===== src/rtl/rvx_board_control_if.sv =====
// Button inputs and core-control outputs of the board reset/halt sequencer.
// The slave modport is the sequencer's view; master is the board/bench view.
interface rvx_board_control_if;
  logic reset_button;
  logic halt_button;
  logic core_reset_n;
  logic core_halt;
  logic reset_pressed;
  logic halt_pressed;
  logic running;

  modport master (
    output reset_button, halt_button,
    input  core_reset_n, core_halt, reset_pressed, halt_pressed, running
  );

  modport slave (
    input  reset_button, halt_button,
    output core_reset_n, core_halt, reset_pressed, halt_pressed, running
  );
endinterface


===== src/rtl/rvx_board_control.sv =====
// Board reset/halt sequencer: synchronises and debounces the two push-buttons,
// stretches core reset for a hold time and drives core halt (level or toggle).
module rvx_board_control #(
  parameter int unsigned DEBOUNCE_CYCLES   = 500000,
  parameter int unsigned RESET_HOLD_CYCLES = 16,
  parameter int unsigned SYNC_STAGES       = 2,
  parameter bit          HALT_TOGGLE       = 1'b0
) (
  input logic                clock,
  input logic                reset,
  rvx_board_control_if.slave bus
);

  localparam int unsigned DebW  = $clog2(DEBOUNCE_CYCLES + 1);
  localparam int unsigned HoldW = $clog2(RESET_HOLD_CYCLES + 1);
  localparam logic [DebW-1:0]  DebLast  = DebW'(DEBOUNCE_CYCLES - 1);
  localparam logic [HoldW-1:0] HoldLast = HoldW'(RESET_HOLD_CYCLES - 1);

  typedef enum logic [1:0] {StHold, StRun, StAssert} state_e;

  // Index 0 = reset button, index 1 = halt button.
  logic [1:0]                  raw;
  logic [1:0][SYNC_STAGES-1:0] sync_q;
  logic [1:0]                  sync;
  logic [1:0][DebW-1:0]        deb_cnt_q, deb_cnt_d;
  logic [1:0]                  deb_q, deb_d;
  logic [1:0]                  deb_prev_q;
  logic [1:0]                  pressed_q, pressed_d;

  state_e            state_q, state_d;
  logic [HoldW-1:0]  hold_cnt_q, hold_cnt_d;
  logic              core_reset_n_q, running_q;
  logic              halt_q, halt_d;

  assign raw = {bus.halt_button, bus.reset_button};

  always_comb begin
    for (int i = 0; i < 2; i++) begin
      sync[i] = sync_q[i][SYNC_STAGES-1];
    end
  end

  // A mismatch must persist DEBOUNCE_CYCLES edges; any return to deb restarts the count.
  always_comb begin
    deb_d     = deb_q;
    deb_cnt_d = '0;
    for (int i = 0; i < 2; i++) begin
      if (sync[i] != deb_q[i]) begin
        if (deb_cnt_q[i] == DebLast) begin
          deb_d[i] = sync[i];
        end else begin
          deb_cnt_d[i] = deb_cnt_q[i] + 1'b1;
        end
      end
    end
    pressed_d = deb_q & ~deb_prev_q;
  end

  always_comb begin
    state_d    = state_q;
    hold_cnt_d = hold_cnt_q;
    case (state_q)
      StHold: begin
        if (hold_cnt_q == HoldLast) begin
          state_d    = StRun;
          hold_cnt_d = '0;
        end else begin
          hold_cnt_d = hold_cnt_q + 1'b1;
        end
      end
      StRun: ;
      StAssert: begin
        state_d    = StHold;
        hold_cnt_d = '0;
      end
      default: begin
        state_d    = StHold;
        hold_cnt_d = '0;
      end
    endcase
    // A held reset button overrides any pending HOLD->RUN transition.
    if (deb_q[0]) begin
      state_d    = StAssert;
      hold_cnt_d = '0;
    end
  end

  always_comb begin
    halt_d = deb_q[1];
    if (HALT_TOGGLE) begin
      if (pressed_q[0]) begin
        halt_d = 1'b0;
      end else if (pressed_q[1]) begin
        halt_d = ~halt_q;
      end else begin
        halt_d = halt_q;
      end
    end
  end

  always_ff @(posedge clock) begin
    if (reset) begin
      sync_q         <= '0;
      deb_cnt_q      <= '0;
      deb_q          <= '0;
      deb_prev_q     <= '0;
      pressed_q      <= '0;
      state_q        <= StHold;
      hold_cnt_q     <= '0;
      core_reset_n_q <= 1'b0;
      running_q      <= 1'b0;
      halt_q         <= 1'b0;
    end else begin
      for (int i = 0; i < 2; i++) begin
        sync_q[i] <= {sync_q[i][SYNC_STAGES-2:0], raw[i]};
      end
      deb_cnt_q      <= deb_cnt_d;
      deb_q          <= deb_d;
      deb_prev_q     <= deb_q;
      pressed_q      <= pressed_d;
      state_q        <= state_d;
      hold_cnt_q     <= hold_cnt_d;
      core_reset_n_q <= (state_d == StRun);
      running_q      <= (state_d == StRun);
      halt_q         <= halt_d;
    end
  end

  assign bus.core_reset_n  = core_reset_n_q;
  assign bus.running       = running_q;
  assign bus.core_halt     = halt_q;
  assign bus.reset_pressed = pressed_q[0];
  assign bus.halt_pressed  = pressed_q[1];

endmodule


===== src/flat_wrapper.sv =====
// flat-port wrapper written by rule: the top's interface ports become plain ports
module rvx_board_control_flat 
#(
  parameter int unsigned DEBOUNCE_CYCLES   = 500000,
  parameter int unsigned RESET_HOLD_CYCLES = 16,
  parameter int unsigned SYNC_STAGES       = 2,
  parameter bit          HALT_TOGGLE       = 1'b0
)
  (clock, reset, bus_reset_button, bus_halt_button, bus_core_reset_n, bus_core_halt, bus_reset_pressed, bus_halt_pressed, bus_running);
  rvx_board_control_if bus_i ();
  input logic clock;
  input logic reset;
  input wire logic [$bits(bus_i.reset_button)-1:0] bus_reset_button;
  input wire logic [$bits(bus_i.halt_button)-1:0] bus_halt_button;
  output wire logic [$bits(bus_i.core_reset_n)-1:0] bus_core_reset_n;
  output wire logic [$bits(bus_i.core_halt)-1:0] bus_core_halt;
  output wire logic [$bits(bus_i.reset_pressed)-1:0] bus_reset_pressed;
  output wire logic [$bits(bus_i.halt_pressed)-1:0] bus_halt_pressed;
  output wire logic [$bits(bus_i.running)-1:0] bus_running;
  assign bus_i.reset_button = bus_reset_button;
  assign bus_i.halt_button = bus_halt_button;
  assign bus_core_reset_n = bus_i.core_reset_n;
  assign bus_core_halt = bus_i.core_halt;
  assign bus_reset_pressed = bus_i.reset_pressed;
  assign bus_halt_pressed = bus_i.halt_pressed;
  assign bus_running = bus_i.running;
  rvx_board_control #(.DEBOUNCE_CYCLES(DEBOUNCE_CYCLES), .RESET_HOLD_CYCLES(RESET_HOLD_CYCLES), .SYNC_STAGES(SYNC_STAGES), .HALT_TOGGLE(HALT_TOGGLE)) u_core (.clock(clock), .reset(reset), .bus(bus_i));
endmodule

===== config.mk =====
export PLATFORM = sky130hd
export DESIGN_NAME = rvx_board_control_flat
export DESIGN_NICKNAME = d
export VERILOG_FILES = /design/src/rtl/rvx_board_control_if.sv /design/src/rtl/rvx_board_control.sv /design/src/flat_wrapper.sv
export SDC_FILE = /design/constraint.sdc
export NUM_CORES = 1
export LEC_CHECK = 0
export ABC_AREA = 1
export BUFFER_PORTS_ARGS = -buffer_cell sky130_fd_sc_hd__buf_2
export CAP_MARGIN = 20
export CORE_ASPECT_RATIO = 0.8
export CORE_MARGIN = 3
export CORE_UTILIZATION = 40
export DETAILED_ROUTE_END_ITERATION = 12
export PLACE_DENSITY_LB_ADDON = 0.05
export SLEW_MARGIN = 20
export SYNTH_ARGS = -nofsm -noshare
export SYNTH_HDL_FRONTEND = slang
export SYNTH_SLANG_ARGS = --single-unit

===== constraint.sdc =====
create_clock -name clock -period 3.6 [get_ports clock]
set_input_delay 0.36 -clock clock [delete_from_list [all_inputs] [get_ports clock]]
set_output_delay 0.36 -clock clock [all_outputs]
set_load 0.1 [all_outputs]

Word-level counts from Yosys, hierarchy flattened
Index checks and enable logic that the tools add are counted.
Widths: inputs -> output; s select.
- equal/unequal tests: 7
- magnitude comparators: 0
- reductions and logical operators: 6
- divide/modulo/power cells: 0
- shift-type cells: 0
- muxes and demuxes: 5
- bitwise operators: 4
- add/sub/neg operators: 3
- multiply operators: 0
- operators with widths (cell ; number):
    $add 19x1->19 const B ; 2
    $eq 19x19->1 const B ; 2
    $pmux 5 s2 ; 1
    $reduce_or 3->1 ; 2
    $add 5x1->5 const B ; 1
    $eq 5x4->1 const B ; 1
    $mux 5 ; 1
    $eq 2x1->1 const B ; 2
    $mux 2 ; 2
    $pmux 2 s2 ; 1
    $reduce_and 2->1 ; 2
    $and 2x2->2 ; 1
    $logic_not 2->1 ; 1
    $ne 1x1->1 ; 2
    $not 1->1 ; 2
    $not 2->2 ; 1
    $reduce_or 2->1 ; 1
- bits in registers: 57
- bits in latches: 0
- memories kept: 0
- output and inout bits: 5
- input bits: 4
- bits in writable memories: 0
- memory bits (read-only): 0

Logic depth before layout (Yosys ltp)
Gate-level depths: netlist (run 1).
- depth after elaboration: 5
- mapped depth: 9
- gate-level depth less buffers: 9

Least setup slack after synthesis (run 1)
No wires, ideal clock.
- path type: register -> output
- start point: register u_core.bus.core_reset_n (netlist name)
- end point: output port bus_running
- slack: 1884 ps
- arrival: 1356 ps
- buffers on the path: 1
- cell stages (with the launch flop): 2
- data required time: 3240 ps
- path through: dfxtp_1 buf_4
- RTL lines (item ; RTL line ; RTL):
    end: declaration ; flat_wrapper.sv:19 ; output wire logic [$bits(bus_i.running)-1:0] bus_running;

Worst setup path after layout (run 1)
- start point: register u_core.deb_cnt_q[19] in the netlist's numbering
- end point: register u_core.deb_cnt_q[33] in the netlist's numbering
- word-level cells in the longest chain between the ends: 2
- elaborated cells on any way between the ends: 3
- those cells by class: add/sub: 1; eq/ne: 1; reduce/logical: 1
- ends and longest elaborated chain (item ; RTL line ; RTL):
    start: declaration ; rvx_board_control.sv:25 ; logic [1:0][DebW-1:0] deb_cnt_q, deb_cnt_d;
    start signal: assignment ; rvx_board_control.sv:117 ; deb_cnt_q <= deb_cnt_d;
    branches (longest 2 deep; another with $add 19x1->19) ; - ;
Several ways; the timed one is not identified.
A chain may end at the register's enable or synchronous reset.

==> out/results.ini, run 1 <==
[grt]
grt-ovfl-total = 0
antenna_found_initial = 0
grt_start_max_net_pins = 19
grt_usage = 0.1481
busiest_layer = met1
grtUsageMet1 = 0.2342
grt_first_pass_wirelength_um = 8825
grt_util_met2 = 0.1909
grt_pass1_vias = 1957
met3_usage = 0.03448

[yosys]
mappedNetlistNets = 378
async_reset_ff_frac = 0
yosysWarnings = 0
synth-edff-count = 0
seq_area_frac_synth = 0.4289
synth-main-ff-cell = dfxtp_1
synthCells = 371
yosys_register_bits = 56
avgSynthCellArea_um2 = 7.045
yosysUniqueCellTypes = 27
syn_area_mm2 = 0.002614

[critical_path]
reg2reg_depth = 6
critPathCaptureType = flip-flop
required_ns = 3.80
start_kind = flip-flop
setup.worst_path.class = reg2reg
crit_arrival_ns = 1.69
crit_fanout = 18

[die]
initial_core_util = 0.4285
design.die.area_mm2 = 0.007546
core_mm2 = 0.006100
rows = 25
io_pins = 9
die_x_um = 96.38
fp.dieH_um = 78.30

[min_path]
hold_path.class = in2reg
whs_path_depth = 3

[placement]
place_area_mm2 = 0.002721
place.gp.congestion = 0.8178
post-place-ws_ns = 2.093
dpl.hpwl_um = 3685
numPortBuffers = 8
dpl.cell_count = 456

[route]
ant_nets = 0
drt_pre_antenna_iters = 4
drtIter0Drc = 145
routed_via_density = 4.534
drc = 0
num_vias = 2104
wl_per_cell_um = 10.63
drt_wl_total_um = 4932

[timing]
rsz0062_at_grt = false
finalClockSkew_ns = 0.009023
fin_crit_sh = 0.4130
fmax_mhz = 672.7
finalWorstSetupSlack_ns = 2.113
tightest_slew_ns = 0.4849
tns_ns = 0
setup_violations = 0
layout_min_cycle_time_ns = 1.487
hold_viol = 0
hold-worst-slack_ns = 0.2490
relSlewSlack = 0.6789
maxSlewViolCount = 0

[cts]
htree_levels = 2
postCtsSetupBuffers = 0
cts.path.max_buffers = 2
clkLatencyLatePin_ns = 0.31
clock-sinks = 56
path_clk_slew_ns = 0.10
cts_root_buf = clkbuf_8
cts_made_buffers = 5
cts_tree = yes
ctsResizeCount = 0
cts_hold_buf = 0

[pwr]
pwr-share-comb = 0.018
seqPwrFrac = 0.592
switching_power_uw = 219.9
power_mw = 1.062
ir_worst_vdd_mv = 0.1555
internal-power_uw = 841.7
power.share.clock = 0.390
switching_share = 0.2072
power.density_mw_per_mm2 = 374.8
total_leakage_power_nw = 1.029

[finish]
final-instance-count-excl-fill = 464
area_growth_pct = 8.377
fillers = 658
diodes = 0
utilization = 0.4644
final_cell_area_mm2 = 0.002833
finalNetCount = 389
drive_gt1_frac = 0.09399

[outcome]
status = complete, no violations

[job]
max_cap_violations = 0

==> final timing paths <==
path / from / to / slack (ns)
max: u_core.deb_cnt_q[19]$_SDFF_PP0_ / u_core.deb_cnt_q[33]$_SDFF_PP0_ / 2.11
min: bus_reset_button / u_core.sync_q[0]$_SDFF_PP0_ / 0.25
max reg2reg: u_core.deb_cnt_q[19]$_SDFF_PP0_ / u_core.deb_cnt_q[33]$_SDFF_PP0_ / 2.11
min reg2reg: u_core.deb_prev_q[0]$_SDFF_PP0_ / u_core.pressed_q[0]$_SDFF_PP0_ / 0.40
==> cell usage after synthesis, types with 5 or more instances <==
master / count / area share
nor2_1: 84 / 0.12
inv_1: 44 / 0.063
a21oi_1: 17 / 0.033
nor2_2: 7 / 0.017
nand2_1: 84 / 0.12
o21ai_0: 5 / 0.0096
nand3_1: 20 / 0.038
nand3_2: 6 / 0.023
xor2_1: 11 / 0.037
dfxtp_1: 56 / 0.43
xnor2_1: 7 / 0.023
==> metal layers <==
layer,wire length [um],share of wire
met5,0,0
met2,1734,0.35
met3,193,0.039
met1,2940,0.60
met4,63,0.013
==> state kept, by name, indices dropped and copies added, names as in the netlist <==
register and count:
u_core.deb_cnt_q 38, u_core.hold_cnt_q 5, u_core.deb_q 2, u_core.pressed_q 2
u_core.state_q 2, u_core.sync 2, u_core.sync_q 2, u_core.bus.core_halt 1
u_core.bus.core_reset_n 1, u_core.deb_prev_q 1
==> critical path: stages, from the launching register on <==
cell     delay, ns
dfxtp_1       0.41
ha_1          0.23
nand3_2       0.12
nor2_1        0.20
nand3_2       0.13
nand2_4       0.20
nor2_1        0.08
==> power by group through the flow <==
stage | Sequential, mW | Clock (mW) | Combinational (mW)
final | 0.629 | 0.414 | 0.0195
after global routing | 0.630 | 0.460 | 0.0235
after CTS | 0.629 | 0.432 | 0.0201
after detailed placement | 0.643 | 0 | 0.0199
after global placement | 0.643 | 0 | 0.0197
after floorplan | 0.642 | 0 | 0.0157
==> cells in the final DEF (no fill, tap or decap), types with 2 or more instances in the layout <==
cell type	n
nor2_1	84
nand2_1	84
dfxtp_1	56
inv_1	44
nand3_1	20
a21oi_1	17
xor2_1	11
buf_2	8
nor2_2	7
xnor2_1	7
nand3_2	6
o21ai_0	5
clkbuf_8	5
nand4_1	4
or2_0	4
nor3_1	3
ha_1	3
nand2_4	2
or2_2	2
nand2_2	2
==> area by class of cell <==
| cell class | instances | area (um2) | area share |
|---|---|---|---|
| inverter | 45 | 168.9 | 0.05963 |
| multi-input combinational | 266 | 1290 | 0.4554 |
| timing repair buffer | 8 | 40.04 | 0.01413 |
| tap | 81 | 101.3 | 0.03578 |
| clock inverter | 2 | 38.79 | 0.01369 |
| sequential | 56 | 1121 | 0.3958 |
| clock buffer | 6 | 72.57 | 0.02562 |
==> cells by family (layout without fill, tap and decap cells) <==
kind of cell	after synthesis	count (layout)	synth area share
and+or+nand+nor	220	220	0.3681
adders and majority gates	3	3	0.01436
buffers and inverters	49	61	0.07755
xor gates and xnor gates	18	18	0.06032
DFF	56	56	0.4289
AOI/OAI and AO/OA	25	25	0.05074
(Power assumes the default switching activity.)
==> run 2, diff against run 1 <==
- clock period: 3.6 -> 1.54 ns (I/O delays scaled with it)
==> run 2 against run 1 <==
Die area unchanged. Critical path depth unchanged. Sequential share of layout area decreased by 0.64 points. Wire length decreased by 2.3%. Clock power increased by 95%. Critical path type unchanged. Critical endpoint is now u_core.deb_q[1]$_SDFFE_PP0P_. Largest cell class unchanged. Highest routed layer unchanged.
==> out/results.ini, run 2 (same netlist as run 1, synthesis figures left out) <==
[pwr]
pwr-share-comb = 0.021  ; +0.003
power.share.clock = 0.347  ; -0.043
internal-power_mw = 1.802  ; +110%
switching_share = 0.2250  ; +0.01787
power_mw = 2.325  ; +120%
ir_worst_vdd_mv = 0.3575  ; +130%
total_leakage_power_nw = 1.030  ; +0.13%
power.density_mw_per_mm2 = 806.6  ; +120%
seqPwrFrac = 0.632  ; +0.040
switching_power_uw = 523.2  ; +140%

[timing]
relSlewSlack = 0.6794  ; about the same
fmax_mhz = 732.2  ; +8.8%
maxSlewViolCount = 0  ; unchanged
finalClockSkew_ns = 0.008493  ; -0.0005298 ns
tns_ns = 0  ; unchanged
hold_viol = 0  ; unchanged
tightest_slew_ns = 0.4843  ; -0.0006357 ns
fin_crit_sh = 0.8869  ; +0.4740
rsz0062_at_grt = false
finalWorstSetupSlack_ns = 0.1742  ; -1.939 ns
setup_violations = 0  ; unchanged
layout_min_cycle_time_ns = 1.366  ; -0.1208 ns

[die]
initial_core_util = 0.4285  ; unchanged
fp.dieH_um = 78.30  ; unchanged
rows = 25  ; unchanged
die_x_um = 96.38  ; unchanged
io_pins = 9  ; unchanged
design.die.area_mm2 = 0.007546  ; unchanged
core_mm2 = 0.006100  ; unchanged

[placement]
place.gp.congestion = 0.7667  ; -6.2%
dpl.cell_count = 458  ; +0.44%
post-place-ws_ns = 0.1010  ; -1.992 ns
dpl.hpwl_um = 3585  ; -2.7%
numPortBuffers = 8  ; unchanged

[critical_path]
crit_fanout = 3  ; -15
setup.worst_path.class = reg2reg
r2r-end = u_core.deb_q[1]$_SDFFE_PP0P_
start_kind = flip-flop
required_ns = 1.79  ; -2.01 ns
r2r-start = u_core.deb_cnt_q[20]$_SDFF_PP0_
critPathCaptureType = flip-flop
reg2reg_depth = 6  ; unchanged
rrSetupSlack_ns = 0.17  ; -1.94 ns
crit_arrival_ns = 1.62  ; -0.07 ns
crit_start = u_core.deb_cnt_q[20]$_SDFF_PP0_

[route]
drt_pre_antenna_iters = 5  ; +1
ant_nets = 0  ; unchanged
drc = 0  ; unchanged
drt_wl_total_um = 4821  ; -2.3%
num_vias = 2115  ; +0.52%
wl_per_cell_um = 10.32  ; -2.9%
drtIter0Drc = 115  ; -21%
routed_via_density = 4.529  ; -0.12%

[outcome]
status = complete, no violations

[cts]
cts_tree = yes
cts_hold_buf = 0  ; unchanged
cts_root_buf = clkbuf_8
cts.path.max_buffers = 2  ; unchanged
clkLatencyLatePin_ns = 0.30  ; about the same
path_clk_slew_ns = 0.10  ; about the same
cts_made_buffers = 5  ; unchanged
clock-sinks = 56  ; unchanged
htree_levels = 2  ; unchanged

[finish]
finalNetCount = 392  ; +0.77%
area_growth_pct = 10.29
largest_reg_flops = 38  ; unchanged
largest_register = u_core.deb_cnt_q
final-instance-count-excl-fill = 467  ; +0.65%
top_regs = u_core.deb_cnt_q x38, u_core.hold_cnt_q x5
mostFrequentLayoutCell = nand2_1
final_cell_mix = nand2_1 (84), nor2_1 (83), dfxtp_1 (55), inv_1 (43), nand3_1 (20)
drive_gt1_frac = 0.1166  ; +0.02259
diodes = 0  ; unchanged

[min_path]
min_to = u_core.sync_q[2]$_SDFF_PP0_
whs_path_depth = 3  ; unchanged
hold_path.class = in2reg
min_from = bus_halt_button

[grt]
antenna_found_initial = 0  ; unchanged
grt_start_max_net_pins = 19  ; unchanged
grt_pass1_vias = 2077  ; +6.1%
grt_usage = 0.1478  ; -0.0002212
grt_first_pass_wirelength_um = 9032  ; +2.3%
grt-ovfl-total = 0  ; unchanged

[job]
max_cap_violations = 0  ; unchanged

## run 2: cell count changes in the layout (fill, tap and decap cells not counted), moves of 2 or more
| cell | previous run | this run |
|---|---|---|
| nand2_8 | 0 | 2 |
| buf_4 | 0 | 3 |
| ha_2 | 0 | 2 |
| ha_1 | 3 | 1 |
| nor2_4 | 0 | 3 |
| nor2_2 | 7 | 5 |
| nand2_4 | 2 | 0 |
## run 2: worst max path at each step
stage | endpoint | slack, ns | cells after the start
detailed placement | u_core.deb_cnt_q[11]$_SDFF_PP0_ | 0.10 | 8
global placement | u_core.deb_cnt_q[10]$_SDFF_PP0_ | 0.10 | 7
floorplan | bus_running | 0.03 | 1
CTS | u_core.deb_cnt_q[11]$_SDFF_PP0_ | 0.06 | 8
global route | u_core.deb_cnt_q[35]$_SDFF_PP0_ | 0.003 | 7
finish | u_core.deb_q[1]$_SDFFE_PP0P_ | 0.17 | 6
## run 2: per-stage QoR
step | hold WS [ns] | util | cell area, um2
floorplan | 0.2610 | - | 2614
global placement | 0.3618 | 0.4486 | 2736
detailed placement | 0.3635 | 0.4486 | 2736
CTS | 0.03920 | 0.4634 | 2826
global route | 0.04681 | 0.4726 | 2883
finish | 0.04566 | 0.4726 | 2883
## run 2: critical path, stage by stage (launching register included)
cell	delay (ns)
dfxtp_1	0.38
ha_2	0.23
nand3_4	0.12
nor2_4	0.14
nand3_2	0.15
and2_2	0.22
nor2_1	0.09
## run 2: what timing repair did
action	in CTS	in global routing
buffers inserted	0	1
endpoints found under the setup margin	0	38
resized for setup	0	11
## run 2: metal layers
layer,up-vias,wire length [um],global-route usage
li1,1172,-,-
met1,915,2788,0.2237
met2,26,1800,0.2109
met3,2,202,0.03161
met4,0,30,0.03782
met5,-,0,0
## run 2: power by group through the flow
stage	Sequential (mW)	Clock (mW)	Combinational, mW
5_1_grt	1.47	0.902	0.0577
4_1_cts	1.47	0.851	0.0484
3_3_place_gp	1.50	0	0.0470
3_5_place_dp	1.50	0	0.0480
2_1_floorplan	1.50	0	0.0368
6_report	1.47	0.807	0.0490
## run 2: cell type report
cell class                      instances  area (um2)
Inverter                               45       168.9
Tap cell                               81       101.3
Clock buffer                            5       68.82
Clock inverter                          3       21.27
Sequential cell                        56        1122
Multi-Input combinational cell        266        1338
Fill cell                             660        3217
Timing Repair Buffer                   11       62.56
